**config.mk**
```make
export PLATFORM = sky130hd
export DESIGN_NAME = uart_tx_arbiter
export DESIGN_NICKNAME = d
export VERILOG_FILES = /design/src/rtl/uart_tx_arbiter.sv
export SDC_FILE = /design/constraint.sdc
export NUM_CORES = 1
export LEC_CHECK = 0
export ABC_AREA = 1
export CAP_MARGIN = 10
export CORE_ASPECT_RATIO = 1.1
export CORE_UTILIZATION = 52
export CTS_CLUSTER_SIZE = 24
export DETAILED_ROUTE_END_ITERATION = 10
export PLACE_DENSITY = 0.86
export SKIP_CTS_REPAIR_TIMING = 1
export SLEW_MARGIN = 15
export SYNTH_ARGS = -nofsm -noshare
export SYNTH_HDL_FRONTEND = slang
export SYNTH_SLANG_ARGS = --single-unit
```
**constraint.sdc**
```tcl
create_clock -name clk_48 -period 4.97 [get_ports clk_48]
set_input_delay 0.497 -clock clk_48 [delete_from_list [all_inputs] [get_ports clk_48]]
set_output_delay 0.497 -clock clk_48 [all_outputs]
set_load 0.005 [all_outputs]
```
**src/rtl/uart_tx_arbiter.sv**
```systemverilog
// uart_tx_arbiter
//   Shares one UART transmitter between N byte-stream requesters. Packets are
//   granted round-robin, one at a time, and framed on the way out as
//   header {HDR_TAG, channel}, payload bytes, trailer (payload count).
//
// Ports
//   clk_48         system clock
//   rst            synchronous reset, active-high
//   req_data       payload byte per requester, channel i at [8i+7:8i]
//   req_valid      requester i presents a byte
//   req_last       byte from requester i closes its packet
//   req_ready      byte from requester i accepted this cycle
//   grant          one-hot packet owner, zero when idle
//   tx_data        byte to the uart
//   tx_data_valid  tx_data holds a byte
//   tx_data_ready  uart takes tx_data this cycle
//   busy           packet in progress or output register occupied
module uart_tx_arbiter #(
  parameter int         N       = 4,
  parameter int         MAX_LEN = 255,
  parameter logic [3:0] HDR_TAG = 4'hA
) (
  input  logic           clk_48,
  input  logic           rst,
  input  logic [8*N-1:0] req_data,
  input  logic [N-1:0]   req_valid,
  input  logic [N-1:0]   req_last,
  output logic [N-1:0]   req_ready,
  output logic [N-1:0]   grant,
  output logic [7:0]     tx_data,
  output logic           tx_data_valid,
  input  logic           tx_data_ready,
  output logic           busy
);

  localparam int              IW     = (N > 1) ? $clog2(N) : 1;
  localparam logic [7:0]      MAX_B  = 8'(MAX_LEN);
  localparam logic [IW-1:0]   RR_RST = IW'(N - 1);

  typedef enum logic [1:0] {IDLE, PAYLOAD, TRAILER} state_t;

  state_t        state_q, state_d;
  logic [N-1:0]  grant_q, grant_d;
  logic [IW-1:0] rr_q, rr_d;
  logic [7:0]    cnt_q, cnt_d;
  logic [7:0]    tx_data_q, tx_data_d;
  logic          tx_vld_q, tx_vld_d;

  logic          free;
  logic          found;
  logic [IW-1:0] sel;
  logic [IW-1:0] idx;
  logic [7:0]    cnt_inc;
  logic [7:0]    cur_data;
  logic          cur_last;
  logic          xfer;

  // Round-robin search: first valid channel starting just after the last
  // owner, wrapping. rr_q doubles as the owner index while a packet runs.
  always_comb begin
    found = 1'b0;
    sel   = rr_q;
    idx   = rr_q;
    for (int k = 1; k <= N; k++) begin
      idx = IW'((int'(rr_q) + k) % N);
      if (!found && req_valid[idx]) begin
        found = 1'b1;
        sel   = idx;
      end
    end
  end

  // Payload byte and last flag of the current owner.
  always_comb begin
    cur_data = 8'h00;
    cur_last = 1'b0;
    for (int i = 0; i < N; i++) begin
      if (rr_q == IW'(i)) begin
        cur_data = req_data[8*i +: 8];
        cur_last = req_last[i];
      end
    end
  end

  // The output register can take a new byte when empty or draining now.
  assign free    = !tx_vld_q || tx_data_ready;
  assign cnt_inc = cnt_q + 8'd1;
  assign xfer    = (state_q == PAYLOAD) && free && req_valid[rr_q];

  always_comb begin
    req_ready = '0;
    if (state_q == PAYLOAD) begin
      req_ready[rr_q] = free;
    end
  end

  always_comb begin
    state_d   = state_q;
    grant_d   = grant_q;
    rr_d      = rr_q;
    cnt_d     = cnt_q;
    tx_data_d = tx_data_q;
    tx_vld_d  = tx_vld_q && !tx_data_ready;
    case (state_q)
      IDLE: begin
        if (free && found) begin
          tx_data_d    = {HDR_TAG, 4'(sel)};
          tx_vld_d     = 1'b1;
          grant_d      = '0;
          grant_d[sel] = 1'b1;
          rr_d         = sel;
          cnt_d        = 8'd0;
          state_d      = PAYLOAD;
        end
      end
      PAYLOAD: begin
        if (xfer) begin
          tx_data_d = cur_data;
          tx_vld_d  = 1'b1;
          cnt_d     = cnt_inc;
          // Forced close at MAX_LEN; remaining bytes go in a later packet.
          if (cur_last || (cnt_inc == MAX_B)) begin
            state_d = TRAILER;
          end
        end
      end
      TRAILER: begin
        if (free) begin
          tx_data_d = cnt_q;
          tx_vld_d  = 1'b1;
          grant_d   = '0;
          state_d   = IDLE;
        end
      end
      default: state_d = IDLE;
    endcase
  end

  always_ff @(posedge clk_48) begin
    if (rst) begin
      state_q   <= IDLE;
      grant_q   <= '0;
      rr_q      <= RR_RST;
      cnt_q     <= 8'd0;
      tx_data_q <= 8'h00;
      tx_vld_q  <= 1'b0;
    end else begin
      state_q   <= state_d;
      grant_q   <= grant_d;
      rr_q      <= rr_d;
      cnt_q     <= cnt_d;
      tx_data_q <= tx_data_d;
      tx_vld_q  <= tx_vld_d;
    end
  end

  assign grant         = grant_q;
  assign tx_data       = tx_data_q;
  assign tx_data_valid = tx_vld_q;
  assign busy          = (state_q != IDLE) || tx_vld_q;

endmodule
```
==> results.toml <==
[synthesis]
synth_nets = 396
synth-adder-area-share_pct = 6.54
avgSynthCellArea_um2 = 6.15
synthFlopType = "dfxtp_1"
synth_xor_area_share_pct = 1.25
synth-simple-area-share_pct = 42.7
ys_seq_area_share_pct = 23.8
ys.warnings.count = 0
synthArstFlopShare_pct = 0
synth_compound_area_share_pct = 15.2
muxShareOfSynthArea_pct = 0
ys_seq_elements = 25
synth_top_family_by_area = "simple AND/OR/NAND/NOR gates"
syn_inst = 342
synth_area_mm2 = 0.00210
synth_edf_count = 0
synth.distinct_cells = 38

[sta]
timing.final.hold_violations = 0
tightest_slew_ns = 0.577
setup-violations-final = 0
drv_slew = 0
finalCritPeriodShare_pct = 54.0
fin_crit_ns = 2.68
timing.fmax_mhz = 373
grt_setup_unrepaired = "no"
relSlewSlack_pct = 61.5
finalSetupTns_ns = 0
skew_ns = 0.00451

[global_route]
grt_antenna_before_repair = 0
grt_pass1_vias = 2013
grt_first_pass_wirelength_mm = 8.36
grt_max_degree = 18
track_usage_pct = 24.4
grt_overflow_total = 0

[worst_setup_path]
crit_buf_inv = 2
crit_arrival_ns = 2.19
cp_cell_sequence = "ha_1 > inv_1 > nor2_1 > clkdlybuf4s50_1"
worstSetupEndpointType = "output port"
required_ns = 4.47
slowest_stage = "dfxtp_1"
critical_path.top_delay_family = "buffers and inverters"
worst-setup-path-type = "reg -> out"
critPathMaxFanout = 12
cpPeakStageDelay_ns = 0.65
start_kind = "register"

[clock_tree]
cts_root_buffer = "clkbuf_8"
cts.sinks = 25
cts_max_level = 1
clkTransAtPathRegs_ns = 0.09
cts_made_buffers = 3
cts_buffer_depth = 2
worst_skew_pair.late_latency_ns = 0.27
cts_tree = "built"

[route]
num_vias = 2275
drt_pass1_iterations = 4
viasPerCell = 5.14
drcViolationCount = 0
drt-total-wl_mm = 5.18
ant_nets = 0
avgRoutedWirePerCell_um = 11.7
drtIter0Drc = 102

[finish]
utilization_pct = 72.5
diodes = 0
layout-drive-gt1-share_pct = 7.63
multi_input_area_mm2 = 0.00138
area_growth_pct = 29.8
design_area_mm2 = 0.00273
fill_cells = 336
seq_area_um2 = 500
nets = 448

[placed_design]
gp_congestion = 0.892
port_buffers = 60
place_area_mm2 = 0.00269
hpwl_mm = 3.95

[floorplan]
die_y_um = 68.7
fp.dieW_um = 62.7
initial_core_util_pct = 55.8
pin_count = 61
dieArea_mm2 = 0.00431
num_rows = 23
core_mm2 = 0.00377

[power]
power.density_mw_per_mm2 = 577
irDropWorstVdd_uv = 420
p_leak_uw = 0.00120

[hold_path]
min_path_type = "reg -> reg"

[outcome]
status = "complete, no violations"

[run]
cap_viol_max_count = 0
## layer usage
metal | vias to the layer above | GRT usage, % | share of wire [%]
met4 | 0 | 9.59 | 0.69
met2 | 75 | 42.1 | 47
met3 | 4 | 4.44 | 6.7
met1 | 1008 | 30.6 | 46
li1 | 1188 | - | -
met5 | - | 0 | 0
## Yosys cell counts (2+ instances only)
master	n	area share, %
inv_1	30	5.4
dfxtp_1	25	24
a22oi_1	4	1.4
buf_2	4	0.95
nor2_1	56	10
nand2_4	2	1.1
clkbuf_1	6	1.1
nand4_1	3	0.89
clkinv_1	2	0.36
nor2_2	3	0.89
o21bai_1	2	0.71
or2_2	2	0.59
xor2_1	3	1.2
ha_1	11	6.5
nand2_1	102	18
buf_6	2	1.1
o221ai_1	2	0.83
nand2_2	9	2.7
nand3_1	21	5.0
a21oi_1	26	6.2
o21ai_0	10	2.4
## logic make-up (layout without fill, tap and decap cells)
group	count (synthesis)	after routing
AND/OR/NAND/NOR	204	204
XOR/XNOR	3	3
adder cells (fa/ha/maj)	11	11
flip-flops	25	25
buffers and inverters	48	99
AO/OA/AOI/OAI	51	51
## power breakdown
part | internal [uW] | leakage [uW] | switching [uW]
Sequential | 284 | 0.000206 | 67.1
Combinational | 441 | 0.000974 | 664
Clock | 57.3 | 0.0000228 | 63.0
## through the flow
step                worst slack, ns  hold WS (ns)  std cells  power (uW)
floorplan                      3.07         0.454        342        1180
global placement               2.48         0.456        439        1420
detailed placement             2.43         0.458        439        1450
CTS                            2.29         0.470        443        1580
global route                   2.12         0.492        443        1740
finish                         2.29         0.468        443        1580
## sequential cells by signal (all words and copies together), names as in the netlist
register,flops
grant,4
tx_data,8
state_q,2
tx_data_valid,1
cnt_q,8
rr_q,2
## area by class of cell
| class | count | area share, % |
|---|---|---|
| Inverter | 35 | 5.17 |
| Timing Repair Buffer | 60 | 22.0 |
| Sequential cell | 25 | 18.3 |
| Multi-Input combinational cell | 269 | 50.6 |
| Clock buffer | 4 | 1.65 |
| Tap cell | 50 | 2.29 |
## worst register-to-register path, stage by stage (launching register included)
cell,delay (ns)
dfxtp_1,0.65
inv_8,0.08
ha_1,0.38
inv_1,0.08
nand3_1,0.09
nand2_1,0.11
nand4_4,0.14
nand2_4,0.08
a21oi_4,0.37
nand2_1,0.11
nand2_1,0.08
nor2_1,0.05
## worst paths after layout
path                                             from               endpoint  slack, ns  cells past startpoint
worst max register to register   rr_q[0]$_SDFFE_PP1P_  cnt_q[3]$_SDFFE_PP0P_       2.66                     11
worst max-delay path             rr_q[0]$_SDFFE_PP1P_           req_ready[3]       2.29                      4
worst min register to register  grant[1]$_SDFFE_PP0P_  grant[1]$_SDFFE_PP0P_       0.47                      2
worst min-delay path            grant[1]$_SDFFE_PP0P_  grant[1]$_SDFFE_PP0P_       0.47                      2
## layout by cell type (no fill, tap or decap), types with 2 or more instances in the layout
master	netlist	final
inv_1	30	30
clkdlybuf4s50_1	0	60
a22oi_1	4	4
clkbuf_8	0	3
nor2_1	56	56
o21ai_0	10	10
dfxtp_1	25	25
xor2_1	3	3
a21oi_1	26	26
clkinv_1	2	2
ha_1	11	11
o221ai_1	2	2
nand3_1	21	21
nand2_1	102	102
nor2_2	3	3
nand4_1	3	3
nand2_2	9	9
or2_2	2	2
o21bai_1	2	2
nand2_4	2	2
No activity file was read; power rests on OpenSTA's default activity.
